## src/rtl/display_scan_controller.sv

```systemverilog
// display_scan_controller: multiplexes the segment bus across N_LED_AN digits.
// Every digit slot begins with blanking, and new digit data is double-buffered until a frame boundary.
module display_scan_controller #(
  parameter int N_LED = 8,
  parameter int N_LED_AN = 4,
  parameter int CLK_DIV = 50000,
  parameter int BLANK_CYCLES = 16
) (
  input  logic                      clk_i,
  input  logic                      rst_i,
  input  logic                      enable_i,
  input  logic                      load_i,
  input  logic [N_LED*N_LED_AN-1:0] seg_data_i,
  output logic [N_LED-1:0]          led_o,
  output logic [N_LED_AN-1:0]       led_an_o,
  output logic                      pending_o,
  output logic                      frame_o
);
  localparam int CW = $clog2(CLK_DIV);
  localparam int KW = N_LED_AN > 1 ? $clog2(N_LED_AN) : 1;
  localparam logic [1:0] IDLE = 2'd0;
  localparam logic [1:0] BLANK = 2'd1;
  localparam logic [1:0] SHOW = 2'd2;
  logic [1:0] state, state_n;
  logic [CW-1:0] cnt, cnt_n;
  logic [KW-1:0] dig, dig_n;
  logic [N_LED*N_LED_AN-1:0] pend, act;
  logic fstart, last;
  assign last = dig == KW'(N_LED_AN - 1);
  // The slot counter runs through BLANK and SHOW; the state tracks which part of the slot is current.
  always_comb begin
    state_n = state;
    cnt_n = cnt;
    dig_n = dig;
    fstart = 1'b0;
    if (!enable_i) begin
      state_n = IDLE;
      cnt_n = '0;
      dig_n = '0;
    end else if (state == IDLE) begin
      state_n = BLANK;
      cnt_n = '0;
      dig_n = '0;
      fstart = 1'b1;
    end else if (cnt == CW'(CLK_DIV - 1)) begin
      state_n = BLANK;
      cnt_n = '0;
      dig_n = last ? '0 : dig + 1'b1;
      fstart = last;
    end else begin
      cnt_n = cnt + 1'b1;
      state_n = (cnt_n == CW'(BLANK_CYCLES)) ? SHOW : state;
    end
  end
  always_ff @(posedge clk_i or posedge rst_i) begin
    if (rst_i) begin
      state <= IDLE;
      cnt <= '0;
      dig <= '0;
      pend <= '1;
      act <= '1;
      pending_o <= 1'b0;
      frame_o <= 1'b0;
      led_o <= '1;
      led_an_o <= '1;
    end else begin
      state <= state_n;
      cnt <= cnt_n;
      dig <= dig_n;
      frame_o <= fstart;
      if (fstart && pending_o) act <= pend;
      // A load on the commit edge stays pending, so the commit uses the older contents.
      if (load_i) begin
        pend <= seg_data_i;
        pending_o <= 1'b1;
      end else if (fstart) pending_o <= 1'b0;
      led_an_o <= (state_n == SHOW) ? ~(N_LED_AN'(1) << dig_n) : '1;
      led_o <= (state_n == SHOW) ? act[dig_n*N_LED +: N_LED] : '1;
    end
  end
endmodule

```

## config.mk

```make
export PLATFORM = sky130hd
export DESIGN_NAME = display_scan_controller
export DESIGN_NICKNAME = d
export VERILOG_FILES = /design/src/rtl/display_scan_controller.sv
export SDC_FILE = /design/constraint.sdc
export NUM_CORES = 1
export LEC_CHECK = 0
export CORE_MARGIN = 2
export CORE_UTILIZATION = 57
export CTS_CLUSTER_SIZE = 40
export DETAILED_ROUTE_END_ITERATION = 12
export PLACE_DENSITY = 0.85
export SETUP_SLACK_MARGIN = 0.2
export SLEW_MARGIN = 10
export SYNTH_ARGS = -nofsm -noshare
export SYNTH_HDL_FRONTEND = slang
export SYNTH_SLANG_ARGS = --single-unit
```

## constraint.sdc

```tcl
create_clock -name clk_i -period 7.8 [get_ports clk_i]
set_clock_uncertainty 0.15 [all_clocks]
set_input_delay 1.17 -clock clk_i [delete_from_list [all_inputs] [get_ports clk_i]]
set_output_delay 1.17 -clock clk_i [all_outputs]
set_load 0.005 [all_outputs]
```

; Word-level counts from Yosys, hierarchy flattened
; Cells that the tools add are included.
[op_classes]
n_addsub = 2
eq_ne = 4
shift = 2
n_mux = 18
n_bitwise = 1
reduce_logical = 3
[op_table]
columns = operator, count
row1 = $mux W16, 3
row2 = $shiftx A32 B6 Y8, 1
row3 = $add A16 B1 Y16 const B, 1
row4 = $eq A16 B16 Y1 const B, 1
row5 = $eq A16 B5 Y1 const B, 1
row6 = $mux W2, 8
row7 = $mux W8, 1
row8 = $mux W1, 5
row9 = $eq A2 B2 Y1 const B, 2
row10 = $mux W4, 1
row11 = $not A4 Y4, 1
row12 = $shl A1 B2 Y4 const A, 1
row13 = $add A2 B1 Y2 const B, 1
row14 = $logic_not A2 Y1, 1
row15 = $reduce_bool A2 Y1, 1
row16 = $logic_and A1 B1 Y1, 1
[word_totals]
reg_bits = 98
input_bits = 36
output_inout_bits = 14
elab_cells = 39

; Depth between registers and ports, before layout
; Gate-level depths: netlist (run 1).
[depth]
word_depth = 8
ltp_mapped = 10

; Least setup slack after synthesis (run 1)
; OpenSTA, ideal clock, no wires.
[synth_path]
path_kind = flip-flop to flip-flop
startpoint = register cnt[4]
endpoint = register led_o[0]
setup_ps = 64
arrival_time_ps = 2599
setup_slack_ps = 4987
stages_incl_launch_ff = 10
path_buffers = 3
path_cell_list = dfrtp_1 -> buf_6 -> or4_1 -> or4_1 -> buf_6 -> mux2_4 -> nor2b_4 -> buf_6 -> a221o_1 -> nand3_1
[synth_between]
elab_cells_between_ends = 13
cone_classes = add/sub: 1 / eq/ne: 3 / shift: 1 / mux: 8
[synth_lines]
columns = element, line_no
row1 = start: declaration, 25  ; logic [CW-1:0] cnt, cnt_n;
row2 = start signal: assignment, 68  ; cnt <= cnt_n;
row3 = $eq A16 B16 Y1, 45  ; end else if (cnt == CW'(CLK_DIV - 1)) begin
row4 = $mux W2, 45
row5 = $mux W2, 40  ; end else if (state == IDLE) begin
row6 = $mux W2, 36  ; if (!enable_i) begin
row7 = net dig_n[0], 26  ; logic [KW-1:0] dig, dig_n;
row8 = $shiftx A32 B6 Y8, 78  ; led_o <= (state_n == SHOW) ? act[dig_n*N_LED +: N_LED] : '1;
row9 = $mux W8, 78
row10 = end signal: assignment, 78
row11 = end: declaration, 14  ; output logic [N_LED-1:0] led_o,
; The timed path passes the listed nets, and every way through them passes these cells.
; A chain may end at the register's enable or synchronous reset.

; Worst setup path in the final report (run 1)
[layout_path]
startpoint = register cnt[4]
endpoint = register led_o[5]
[layout_between]
elab_chain_cells = 8
elab_cells_between_ends = 13
cone_classes = add/sub: 1 / eq/ne: 3 / shift: 1 / mux: 8
[layout_rtl]
columns = element, line_no
row1 = $add A16 B1 Y16, 51  ; cnt_n = cnt + 1'b1;
row2 = $eq A16 B5 Y1, 52  ; state_n = (cnt_n == CW'(BLANK_CYCLES)) ? SHOW : state;
row3 = $mux W2, 52
row4 = $mux W2, 45
row5 = $mux W2, 40
row6 = $mux W2, 36
row7 = $eq A2 B2 Y1, 78
row8 = $mux W8 *, 78
; Every way passes the cells marked *; elsewhere a longest branch is shown, timed or not.

==> results of run 1 <==
[synthesized netlist by cell type, drive strengths merged, types with 6 or more instances]
cell type	number	area, sq um
xnor2	9	78.83
nand3	16	80.08
dfstp	76	1997
buf	12	110.1
clkbuf	6	22.52
nand4	9	56.30
mux2	66	747.0
a221o	8	81.33
mux2i	11	122.6
inv	12	45.04
dfrtp	22	550.5
nor2	28	105.1
nand2	8	30.03
[cells in the final DEF (no fill, tap or decap), types with 8 or more instances in the layout]
| master | synthesis | layout |
|---|---|---|
| dfrtp_1 | 22 | 22 |
| clkdlybuf4s50_1 | 0 | 49 |
| inv_1 | 12 | 11 |
| mux2_2 | 65 | 65 |
| nand4_1 | 9 | 9 |
| mux2i_1 | 10 | 10 |
| clkbuf_8 | 0 | 9 |
| nand3_1 | 16 | 16 |
| dfstp_2 | 76 | 76 |
| nor2_1 | 28 | 28 |
| nand2_1 | 8 | 8 |
| xnor2_1 | 9 | 9 |
[worst paths after layout]
| path | cells past startpoint | slack [ns] | to |
|---|---|---|---|
| max reg2reg | 6 | 4.67 | led_o[5] |
| max | 6 | 4.67 | led_o[5] |
| min reg2reg | 1 | 0.36 | cnt[0] |
| min in group asynchronous | 2 | 1.05 | cnt[5] |
| min | 1 | 0.36 | cnt[0] |
| max in group asynchronous | 3 | 5.37 | act[9] |
[area by class of cell]
cell class | count | area [sq um] | share of cell area [%]
timing repair buffer | 53 | 520.5 | 10.13
sequential | 98 | 2547 | 49.56
inverter | 12 | 46.29 | 0.9007
clock buffer | 10 | 127.6 | 2.483
clock inverter | 6 | 50.05 | 0.9737
tap | 102 | 127.6 | 2.483
multi-input combinational | 208 | 1720 | 33.47
[cell families (layout without fill, tap and decap cells)]
| family | Yosys count | count (layout) | share of synthesized area [%] |
|---|---|---|---|
| DFF | 98 | 98 | 57.30 |
| and+or+nand+nor | 89 | 89 | 11.09 |
| muxes | 77 | 77 | 19.56 |
| buffers and inverters | 30 | 81 | 3.996 |
| AOI/OAI and AO/OA | 27 | 27 | 4.926 |
| xor gates and xnor gates | 13 | 13 | 2.561 |
| adders and majority gates | 2 | 2 | 0.5628 |
[state kept, by name, summed over array words and instances, names as in the netlist]
name	flops
pend	32
state	2
pending_o	1
cnt	16
led_o	8
frame_o	1
dig	2
act	32
led_an_o	4
[stage by stage]
step	power, mW	cells	area (sq um)	setup WS (ns)	hold slack [ns]
2_1_floorplan	0.7247	336	4446	4.044	0.3180
3_3_place_gp	0.7661	473	4962	4.500	0.3360
3_5_place_dp	0.7737	473	4962	4.373	0.3485
4_1_cts	1.072	489	5140	4.666	0.3616
5_1_grt	1.114	489	5140	4.536	0.3940
6_report	1.062	489	5140	4.666	0.3563
[metal layers]
metal	share of wire, %	vias to the layer above	GRT usage [%]
li1	-	1283	-
met1	45	1364	27.18
met2	48	62	32.48
met3	4.3	20	6.347
met4	2.5	0	9.328
met5	0	-	0
[worst max-delay path: stages, from the launching register on]
cell and delay, ns:
dfrtp_1 0.48, or4_1 0.53, or4_1 0.71, mux2i_1 0.65
nor2_1 0.15, a221o_1 0.31, nand3_1 0.09
[power by group through the flow]
stage | Combinational, mW | Clock [mW] | Sequential (mW)
3_5_place_dp | 0.127 | 0 | 0.647
2_1_floorplan | 0.0929 | 0 | 0.632
6_report | 0.126 | 0.298 | 0.638
5_1_grt | 0.140 | 0.328 | 0.646
3_3_place_gp | 0.122 | 0 | 0.645
4_1_cts | 0.128 | 0.305 | 0.639
==> metrics, run 1 <==
outcome=complete, no violations; power per cell area=206.7 mW/mm^2; DRT iter0 DRCs=about 100; clock share of power=between 20% and 30%; total setup buffers inserted after CTS=0; drt pass-1 iters=4; largest net degree at the start of global routing=~60; Comb pwr share=a little under an eighth; Initial Util=between 50% and 60%; DR WL/cell=between 15 and 20 microns; vias=2,729; die width=roughly 90 microns; Antenna Nets Post-Route=0; post-DP HPWL=about 5.6 mm; Core Util, Final=between 60% and 70%; Syn Nets=approximately 370; worst min path class=reg2reg; first-pass GRT wire length=about 14 mm; filler cell count=approximately 530; nets=420; # rows=32; min Tclk post-route=3.134 ns; area grow syn2layout=15.62%; DRC Markers=0; antenna violations before repair=0; mapped cell area=0.004446 sq mm; crit share post-route=between 40% and 50%; vias in the first global route=about 2,900; Syn Inst Count=between 300 and 400; TritonCTS Sinks=between 90 and 100; Max Root-Sink Buffers=2; # resized after CTS=0; Max Fclk=about 0.32 GHz; area of the core=about 0.0076 sq mm; ys flop type=dfstp_2; Routed WL=8.054 mm; WP data required=7.95 ns; RSZ-0062 raised after global routing=false; routability cong.=around 0.89; cell-internal power=0.8034 mW; TNS Setup=0 ns; Yosys cell types=50; setup violators final=0; Switching Share=between 20% and 30%; crit path from=cnt[4]; grt ovf=0; Post-synth EDFFs=0; Worst Min Path Start=cnt[0]; worst skew pair latency=around 0.36 ns; CP arrival=3.28 ns; CP Class=reg2reg; num ports=50; die area=~0.0085 sq mm; Critical Path Source Type=register; Synth Warn #=0; port bufs=just under 50; switching power=around 0.26 mW; Ant. Diodes=0; fraction of registers with async set/reset=100.0%; CTS H-tree lvls=3; CTS root buf=clkbuf_8; syn avg cell area=between 10 and 15 sq um; post-synthesis register bit count=a little under 100; layout cells sized above 1=44.19%; TritonCTS buffer count=9; CP Max Fanout=9; IR drop worst, VDD=0.1401 mV; max-slew violations=0; Worst-path clk slew=around 0.09 ns; leak pwr=a little over 2 nW; worst slew pin tran=roughly 0.94 ns; sequential share of power=between 60% and 70%; Post-CTS Hold Buffers=0; GR Util All Layers=20.90%; CTS tree=built; Rel. slew slack=a little under two fifths; Final Hold Violating Endpoints=0; Die Y=about 92 microns; Max-Cap Viols=0; sequential share of the synthesized area=57.30%; vias per inst=between 5 and 6; crit path capture type=register; reg2reg start=cnt[4]
Note: power is estimated with default switching activity, not from simulation.
==> run 2: changes to the inputs <==
- CORE_UTILIZATION: 57 -> 51
- PLACE_DENSITY: 0.85 -> 0.8
- clock period: 7.8 -> 2.5 ns (I/O delays scaled with it)
==> metrics, run 2 (synthesized netlist as in run 1, its figures left out) <==
die width=97.37 microns; # rows=34; crit share post-route=106.9%; TritonCTS Sinks=98; port bufs=49; crit path from=cnt[4]; largest net degree at the start of global routing=between 90 and 100; CP Class=reg2reg; GR Util All Layers=between 20% and 30%; nets=490; WP data required=about 2.7 ns; Max-Cap Viols=0; worst skew pair latency=~0.37 ns; routability cong.=~0.85; num ports=50; Rel. slew slack=48.51%; worst slew pin tran=just under 0.8 ns; Ant. Diodes=0; first-pass GRT wire length=approximately 16 mm; leak pwr=around 2.4 nW; worst min path class=in2async; Post-CTS Hold Buffers=0; CP arrival=about 2.8 ns; IR drop worst, VDD=around 0.39 mV; Final Hold Violating Endpoints=0; power per cell area=561.9 mW/mm^2; failing checks=negative setup slack; TritonCTS buffer count=9; vias per inst=~5.8; grt ovf=0; area of the core=approximately 0.0086 sq mm; CTS H-tree lvls=3; antenna violations before repair=0; Placed Instance Area=0.005320 sq mm; reg2reg start=cnt[4]; CTS root buf=clkbuf_8; commonest non-fill, non-tap cell in the layout=dfstp_2; vias=~3,300; DR WL/cell=about 19 microns; CTS tree=built; Initial Util=between 50% and 60%; RSZ-0062 raised after global routing=true; min Tclk post-route=approximately 2.7 ns; area grow syn2layout=34.93%; Antenna Nets Post-Route=0; Worst-path clk slew=~0.09 ns; biggest regs=act: 32 flops, pend: 32 flops, cnt: 16 flops; layout cells sized above 1=between 50% and 60%; max-slew violations=0; DRT iter0 DRCs=approximately 260; drt pass-1 iters=4; setup ws final=-0.1735 ns; Power, Total=3.371 mW; die area=~0.0095 sq mm; outcome=finished with violations; DRC Markers=0; Die Y=97.37 microns; setup violators final=36; Critical Path Source Type=register; cell area after layout=roughly 0.0060 sq mm; vias in the first global route=about 3,300; CP Max Fanout=7; crit path capture type=register; most frequent cells in the layout=76 x dfstp_2, 64 x mux2_2, 57 x buf_4; Max Fclk=between 0.3 and 0.4 GHz; Routed WL=~11 mm; Max Root-Sink Buffers=2; post-DP HPWL=6.447 mm
[run 2: metal layers]
metal / global-route usage (%) / routed length [microns]
met5: 0 / 0
met4: 10.79 / 465
met1: 27.33 / 4301
met3: 4.892 / 632
met2: 37.03 / 5467
[run 2: worst paths after layout]
check                             to  slack, ns  cells after the start
setup / recovery            led_o[7]      -0.17                      7
hold / removal                cnt[9]       0.31                      3
setup reg to reg            led_o[7]      -0.17                      7
hold reg to reg            pending_o       0.45                      1
max in group asynchronous     cnt[0]       1.45                      3
min in group clk_i         pending_o       0.45                      1
[run 2: worst max-delay path, stage by stage, from the launching register on]
cell and delay, ns:
dfrtp_1 0.39, or4_1 0.53, or4_4 0.45, buf_8 0.16
mux2_4 0.34, nor2b_4 0.16, a221o_2 0.37, nand3_2 0.08
[run 2: through the flow]
stage	hold slack, ns	setup TNS [ns]	instances	setup WS (ns)	utilization (%)
after detailed placement	0.3744	-3.591	520	-0.2904	61.91
final	0.3091	-2.269	564	-0.1735	69.80
after global placement	0.3518	-1.795	520	-0.2825	61.91
after floorplan	0.3180	-1.733	336	-0.1915	-
after global routing	0.3816	-4.555	564	-0.2173	69.80
after CTS	0.3694	-1.530	548	-0.1109	67.14
[run 2: power by group]
part	internal, mW	switching (mW)	total [mW]
combinational	0.274	0.172	0.445
sequential	1.89	0.110	2.00
clock	0.364	0.560	0.924
[run 2: layout make-up]
class                           count  area [sq um]
Inverter                           12         48.80
Timing Repair Buffer              121          1160
Sequential cell                    98          2552
Fill cell                         552          2595
Clock buffer                       10         127.6
Multi-Input combinational cell    210          1936
Tap cell                          108         135.1
Clock inverter                      5         38.79
[run 2: repair_timing]
item / 4_1_cts / 5_1_grt
setup buffers: 11 / 14
cloned: 2 / 2
pin swaps: 11 / 13
endpoints found under the setup margin: 47 / 62
endpoints found under the hold margin: 0 / 0
gates resized for setup: 36 / 23
==> run 3: changes to the inputs <==
- CTS_CLUSTER_SIZE: 40 -> not set
==> results of run 3 <==
No change in the layout: final DEF, timing and power equal those of run 2.
